[src/rtl/addsub_pkg.sv]
// rtl/addsub_pkg.sv - shared state encoding and chunk-count helper for addsub_chunked
package addsub_pkg;

  typedef enum logic [1:0] {
    IDLE = 2'd0,
    RUN  = 2'd1,
    DONE = 2'd2
  } state_t;

  function automatic int nchunk(input int width, input int chunk);
    return width / chunk;
  endfunction

endpackage

[src/rtl/addsub_slice.sv]
// rtl/addsub_slice.sv - combinational CHUNK-bit adder slice with carry and MSB taps for overflow
module addsub_slice #(
  parameter int CHUNK = 8
) (
  input  logic [CHUNK-1:0] a,
  input  logic [CHUNK-1:0] b,
  input  logic             cin,
  output logic [CHUNK-1:0] s,
  output logic             cout,
  output logic             a_msb,
  output logic             b_msb,
  output logic             s_msb
);

  assign {cout, s} = {1'b0, a} + {1'b0, b} + {{CHUNK{1'b0}}, cin};
  assign a_msb = a[CHUNK-1];
  assign b_msb = b[CHUNK-1];
  assign s_msb = s[CHUNK-1];

endmodule

[src/rtl/addsub_chunked.sv]
// rtl/addsub_chunked.sv - multi-cycle add/subtract, CHUNK bits per clock
// Optional accumulator feedback port acc enabled by ADDSUB_CHUNKED_ACC_EN.
module addsub_chunked
  import addsub_pkg::*;
#(
  parameter int WIDTH = 32,
  parameter int CHUNK = 8
) (
  input  logic             clk,
  input  logic             rst,
  input  logic             in_valid,
  output logic             in_ready,
  input  logic [WIDTH-1:0] a,
  input  logic [WIDTH-1:0] b,
  input  logic             sub,
`ifdef ADDSUB_CHUNKED_ACC_EN
  input  logic             acc,
`endif
  output logic             out_valid,
  input  logic             out_ready,
  output logic [WIDTH-1:0] sum,
  output logic             carry,
  output logic             ovf
);

  localparam int NCHUNK = nchunk(WIDTH, CHUNK);
  localparam int CW     = $clog2(NCHUNK + 1);

  if ((WIDTH % CHUNK) != 0 || CHUNK <= 0) begin : g_bad_params
    $error("addsub_chunked: WIDTH must be an integer multiple of CHUNK");
  end

  state_t           state, state_n;
  logic [CW-1:0]    cnt;
  logic [WIDTH-1:0] a_r, b_r, res_r, res_next, a_sel;
  logic             c_r, ovf_r;
  logic             last;

  logic [CHUNK-1:0] s_w;
  logic             cout_w, a_msb_w, b_msb_w, s_msb_w;

`ifdef ADDSUB_CHUNKED_ACC_EN
  assign a_sel = acc ? sum : a;
`else
  assign a_sel = a;
`endif

  // cnt reaches NCHUNK one cycle after the final slice; that cycle publishes the result
  assign last = (cnt == CW'(NCHUNK));

  addsub_slice #(.CHUNK(CHUNK)) u_slice (
    .a     (a_r[CHUNK-1:0]),
    .b     (b_r[CHUNK-1:0]),
    .cin   (c_r),
    .s     (s_w),
    .cout  (cout_w),
    .a_msb (a_msb_w),
    .b_msb (b_msb_w),
    .s_msb (s_msb_w)
  );

  if (NCHUNK == 1) begin : g_one
    assign res_next = s_w;
  end else begin : g_many
    assign res_next = {s_w, res_r[WIDTH-1:CHUNK]};
  end

  always_ff @(posedge clk or posedge rst) begin
    if (rst) state <= IDLE;
    else     state <= state_n;
  end

  always_comb begin
    state_n   = state;
    in_ready  = 1'b0;
    out_valid = 1'b0;
    case (state)
      IDLE: begin
        in_ready = 1'b1;
        if (in_valid) state_n = RUN;
      end
      RUN:  if (last) state_n = DONE;
      DONE: begin
        out_valid = 1'b1;
        if (out_ready) state_n = IDLE;
      end
      default: state_n = IDLE;
    endcase
  end

  always_ff @(posedge clk or posedge rst) begin
    if (rst) begin
      cnt   <= '0;
      a_r   <= '0;
      b_r   <= '0;
      res_r <= '0;
      c_r   <= 1'b0;
      ovf_r <= 1'b0;
      sum   <= '0;
      carry <= 1'b0;
      ovf   <= 1'b0;
    end else begin
      case (state)
        IDLE: if (in_valid) begin
          a_r <= a_sel;
          b_r <= sub ? ~b : b;
          c_r <= sub;
          cnt <= '0;
        end
        RUN: if (!last) begin
          // operands shift down so the slice always sees the next slice at bit 0
          a_r   <= a_r >> CHUNK;
          b_r   <= b_r >> CHUNK;
          res_r <= res_next;
          c_r   <= cout_w;
          ovf_r <= (a_msb_w == b_msb_w) && (s_msb_w != a_msb_w);
          cnt   <= cnt + CW'(1);
        end else begin
          sum   <= res_r;
          carry <= c_r;
          ovf   <= ovf_r;
        end
        default: ;
      endcase
    end
  end

endmodule

[config.mk]
export PLATFORM = sky130hd
export DESIGN_NAME = addsub_chunked
export DESIGN_NICKNAME = d
export VERILOG_FILES = /design/src/rtl/addsub_pkg.sv /design/src/rtl/addsub_slice.sv /design/src/rtl/addsub_chunked.sv
export SDC_FILE = /design/constraint.sdc
export NUM_CORES = 1
export LEC_CHECK = 0
export ABC_AREA = 1
export CAP_MARGIN = 20
export CELL_PAD_IN_SITES_DETAIL_PLACEMENT = 2
export CELL_PAD_IN_SITES_GLOBAL_PLACEMENT = 2
export CORE_MARGIN = 2
export CORE_UTILIZATION = 35
export CTS_CLUSTER_SIZE = 24
export DETAILED_ROUTE_END_ITERATION = 16
export DONT_BUFFER_PORTS = 1
export GPL_TIMING_DRIVEN = 0
export PLACE_DENSITY = 0.76
export RECOVER_POWER = 50
export SLEW_MARGIN = 20
export SYNTH_ARGS = -nofsm -noshare
export SYNTH_HDL_FRONTEND = slang
export SYNTH_SLANG_ARGS = --single-unit
[constraint.sdc]
create_clock -name clk -period 4 [get_ports clk]
set_input_delay 0.6 -clock clk [delete_from_list [all_inputs] [get_ports clk]]
set_output_delay 0.6 -clock clk [all_outputs]
set_load 0.1 [all_outputs]
# Word level (Yosys, flattened, before mapping)
# Index checks and enable logic that the tools add are counted.
# Widths: inputs -> output; s select.
dict set report op_classes {
  add_sub_neg 3
  n_mul 0
  n_div 0
  magnitude_cmp 0
  eq_ne 9
  shift 0
  muxes 19
  n_bitwise 2
  n_reduce_logical 7
}
# cell count
set op_table {}
lappend op_table {{$mux 32} 5}
lappend op_table {{$pmux 32 s2} 2}
lappend op_table {{$not 32->32} 1}
lappend op_table {{$add 8x8->9} 1}
lappend op_table {{$add 9x1->9} 1}
lappend op_table {{$ne 2x2->1 const B} 4}
lappend op_table {{$mux 2} 3}
lappend op_table {{$mux 3} 2}
lappend op_table {{$pmux 2 s3} 1}
lappend op_table {{$pmux 3 s2} 1}
lappend op_table {{$reduce_and 3->1} 2}
lappend op_table {{$mux 1} 4}
lappend op_table {{$reduce_and 2->1} 2}
lappend op_table {{$add 3x1->3 const B} 1}
lappend op_table {{$eq 3x3->1 const B} 1}
lappend op_table {{$eq 2x1->1 const B} 1}
lappend op_table {{$eq 2x2->1 const B} 1}
lappend op_table {{$logic_not 2->1} 1}
lappend op_table {{$pmux 1 s2} 1}
lappend op_table {{$reduce_bool 2->1} 1}
lappend op_table {{$eq 1x1->1} 1}
lappend op_table {{$logic_and 1x1->1} 1}
lappend op_table {{$ne 1x1->1} 1}
lappend op_table {{$not 1->1} 1}
dict set report word_totals {
  reg_bits 137
  latchBits 0
  mem_bits_rw 0
  mem_bits_ro 0
  input_bits 69
  out_inout_bits 36
  wordCells 50
  memories 0
}

# Logic depth before layout (Yosys ltp)
dict set report logic_depth {
  depth_word 4
  ltp_mapped 12
}

# Modules after synthesis
# From an unflattened synthesis, not the netlist that was laid out.
dict set report unflattened {
  hier_cells 866
  hier_area_um2 6592.6
}
# mod instances cells_per_inst area_each_um2 seq_area_each_um2
set by_module_without_submodules {}
lappend by_module_without_submodules {addsub_chunked 1 804 6223.5 3428.3}
lappend by_module_without_submodules {addsub_slice 1 62 369.1 0.0}

# Least setup slack after synthesis
# No wires, ideal clock.
dict set report synth_timing {
  path_type {register to register}
  from {reg state[0]}
  to {reg a_r[24]}
  arrival_time_ns 2.601
  required_ns 3.879
  slack_ns 1.278
  stages_incl_launch_ff 7
  n_path_buf 1
  path_cell_list {dfrtp_1 -> nor2_1 -> nand2_2 -> nand2_4 -> inv_2 -> buf_6 -> a22o_1}
}
dict set report synth_via {
  elab_chain_len 3
}
# item line_no
set synth_lines {}
lappend synth_lines {{start: declaration} addsub_chunked.sv:33} ;# state_t state, state_n;
lappend synth_lines {{start signal: assignment} addsub_chunked.sv:70} ;# else state <= state_n;
lappend synth_lines {{$eq 2x1->1 / $logic_not 2->1 (equally long branches)} addsub_chunked.sv:103} ;# case (state)
lappend synth_lines {{$ne 2x2->1 (no line) / $reduce_bool 2->1 (equally long branches)} -}
lappend synth_lines {{$reduce_and 3->1 (no line)} -}
lappend synth_lines {{end signal: assignment} addsub_chunked.sv:105} ;# a_r <= a_sel;
lappend synth_lines {{end signal: assignment} addsub_chunked.sv:112} ;# a_r <= a_r >> CHUNK;
lappend synth_lines {{end: declaration} addsub_chunked.sv:35} ;# logic [WIDTH-1:0] a_r, b_r, res_r, res_next, a_sel;
# Parallel ways exist; a longest one is shown, timed or not.
# A chain may end at the register's enable or synchronous reset.

# Final worst setup path
dict set report layout_timing {
  from {reg cnt[0]}
  to {reg res_r[2]}
}
dict set report layout_via {
  elab_chain_len 3
}
# item line_no
set layout_lines {}
lappend layout_lines {{start: declaration} addsub_chunked.sv:34} ;# logic [CW-1:0] cnt;
lappend layout_lines {{start signal: assignment} addsub_chunked.sv:117} ;# cnt <= cnt + CW'(1);
lappend layout_lines {{$eq 3x3->1} addsub_chunked.sv:49} ;# assign last = (cnt == CW'(NCHUNK));
lappend layout_lines {{$not 1->1 (no line)} -}
lappend layout_lines {{$reduce_and 2->1 (no line)} -}
lappend layout_lines {{end signal: assignment} addsub_chunked.sv:114} ;# res_r <= res_next;
lappend layout_lines {{end: declaration} addsub_chunked.sv:35}
# Every way passes these cells.

==> impl_metrics.yaml <==
status:
  outcome: "finished clean"
timing:
  period_share_pct: 58.9
  finalHoldViolations: 0
  setup_viol: 0
  tns_ns: 0
  relSlewSlack_pct: 13.9
  post-route-min-period_ns: 2.36
  skew_ns: 0.0101
  fmax_mhz: 424
  timing.final.max_slew_violations: 0
  rsz0062_at_grt: "false"
  worst_pin_slew_ns: 1.29
cts:
  clock_latency_ns: 0.43
  cts_resized: 0
  cts.sinks: 137
  numCtsBuffers: 17
  post_cts_buffers: 0
  cts_tree: "done"
  root_buffer: "clkbuf_16"
  cts-root-to-sink-buffers: 2
  clk_pin_slew_ns: 0.06
  postCtsHoldBufs: 0
  cts_max_level: 4
synthesis:
  synthesis.nets: 750
  avgSynthCellArea_sq_um: 9.28
  synth_top_area_cell: "dfrtp_1"
  yosys_warnings: 0
  netlist_area_sq_um: 6220
  synth_area_leaders: "dfrtp_1 (55%), nand2_1 (12%), o21ai_0 (5.5%)"
  synth_cell_types: 33
  yosysSeqAreaShare_pct: 55.1
  synth_edf_count: 0
  synth-seq-cells: 137
  post-synth-top-count-cell: "nand2_1"
  synthArstFlopShare_pct: 100
  ys_top_cells_by_count: "nand2_1 (206), dfrtp_1 (137), o21ai_0 (68), inv_1 (47), xnor2_1 (32)"
  synthCells: 670
  synth_flop_cell: "dfrtp_1"
  yosys.area.top_type_share_pct: 55.1
routing:
  drc_errors: 0
  wl_per_cell_um: 19.2
  drt_pass1_iterations: 4
  wl_um: 17900
  vias: 4770
  viasPerCell: 5.11
  drt_iter0_markers: 98
  ant_nets: 0
placed_design:
  place_congestion: 0.782
  dp_hpwl_um: 13300
  placed_cells: 902
  port_buffers: 0
critical_path:
  reg2reg_from: "cnt[0]$_DFFE_PP0P_"
  reg2reg_to: "res_r[2]$_DFFE_PP0P_"
  end_kind: "flop"
  r2r_cells: 9
  worst_setup_path_start_kind: "flop"
  crit_start: "cnt[0]$_DFFE_PP0P_"
  endpoint: "res_r[2]$_DFFE_PP0P_"
  crit_path_max_incr_delay_ns: 0.48
  critPathTopFamily: "buffers and inverters"
  r2r_setup_slack_ns: 1.64
  crit_cells: 9
  worst_ep_required_time_ns: 4.28
  path_class: "reg -> reg"
  path_buf_inv: 4
  cp_max_fo: 10
  cp.arrival_ns: 2.63
  crit_chain: "inv_1, ha_1, nand2_1, inv_2, nor2_1, inv_1, clkbuf_1, nand2_1, o21ai_0"
  slowest_stage: "nor2_1"
floorplanning:
  start_util_pct: 35.8
  io_pins: 105
  die_h_um: 137
  die_x_um: 137
  core_sq_um: 17400
  rows: 48
  die-area_sq_um: 18800
global_routing:
  grt_max_degree: 33
  antenna_found_initial: 0
  grt.overflow.total: 0
  grt_pass1_wl_um: 29600
  track_usage_pct: 20.6
  grt_pass1_vias: 5550
worst_hold_path:
  hold_path.class: "in -> async"
layout:
  post-route-util_pct: 41.1
  drive_above_1_share_pct: 11.3
  antenna_cells: 0
  nNetsFinal: 776
  syn2layout_area_growth_pct: 14.8
  finalNonFillerCells: 934
  fill_cells: 1905
job:
  drv_cap: 0
## flip-flops by register name, summed over array words and instances (netlist names)
name	count
cnt	3
b_r	32
ovf	1
sum	32
state	2
c_r	1
res_r	32
ovf_r	1
a_r	32
carry	1
## cells by family after synthesis
group / after synthesis / share of synthesized area, %
simple gates: 255 / 16.4
flops: 137 / 55.1
compound gates: 132 / 12.6
buf+inv: 90 / 6.58
xor+xnor: 33 / 4.65
mux: 12 / 2.17
fa+ha+maj: 11 / 2.46
## worst min path at each step
stage	from	end	slack (ns)	depth (start not counted)
after floorplan	ovf_r$_DFFE_PP0P_	ovf_r$_DFFE_PP0P_	0.44	2
after global placement	ovf_r$_DFFE_PP0P_	ovf_r$_DFFE_PP0P_	0.46	2
after detailed placement	b_r[14]$_DFFE_PP0P_	b_r[14]$_DFFE_PP0P_	0.48	2
after CTS	rst	sum[2]$_DFFE_PP0P_	0.07	1
after global routing	rst	sum[11]$_DFFE_PP0P_	0.20	1
final	rst	state[1]$_DFFE_PP0P_	0.16	1
## cell usage in the layout, fill, tap and decap left out, types with 3 or more instances in the layout
cell | synthesis | layout
inv_1 | 47 | 48
buf_2 | 21 | 18
inv_8 | 0 | 5
o21ai_1 | 5 | 3
ha_1 | 9 | 9
dfrtp_1 | 137 | 137
nand3_1 | 9 | 9
nor2_1 | 27 | 26
a22o_1 | 6 | 6
xnor2_1 | 32 | 32
buf_6 | 5 | 4
a21oi_1 | 4 | 4
mux2_2 | 12 | 12
o21ai_0 | 68 | 70
clkinv_4 | 0 | 3
clkbuf_16 | 0 | 17
a31oi_1 | 18 | 18
nand2_1 | 206 | 208
o211ai_1 | 29 | 29
clkbuf_1 | 9 | 15
inv_6 | 0 | 3
## per-stage QoR
stage	hold WS [ns]	area, sq um	setup slack [ns]
after global placement	0.463	6500	0.833
after detailed placement	0.475	6660	2.11
after CTS	0.0696	7220	1.66
final	0.158	7140	1.64
after floorplan	0.445	6220	1.28
after global routing	0.196	7140	1.35
## cell type report
type | count | area, sq um | share of cell area, %
Buffer | 38 | 203 | 2.84
Clock buffer | 17 | 425 | 5.96
Clock inverter | 15 | 134 | 1.88
Inverter | 52 | 196 | 2.75
Multi-Input combinational cell | 443 | 2360 | 33.1
Sequential cell | 137 | 3430 | 48.0
Tap cell | 225 | 282 | 3.94
Timing Repair Buffer | 7 | 106 | 1.49
## per-layer routing
metal	share of wire, %	vias to the layer above	track usage (%)
li1	-	2231	-
met1	42	2434	24.3
met2	52	88	37.1
met3	4.2	17	5.00
met4	1.3	0	6.01
met5	0	-	0
Power is left out: the tool's default activity adds up to more than one toggle a clock period on the data nets, which glitch-free logic cannot reach.
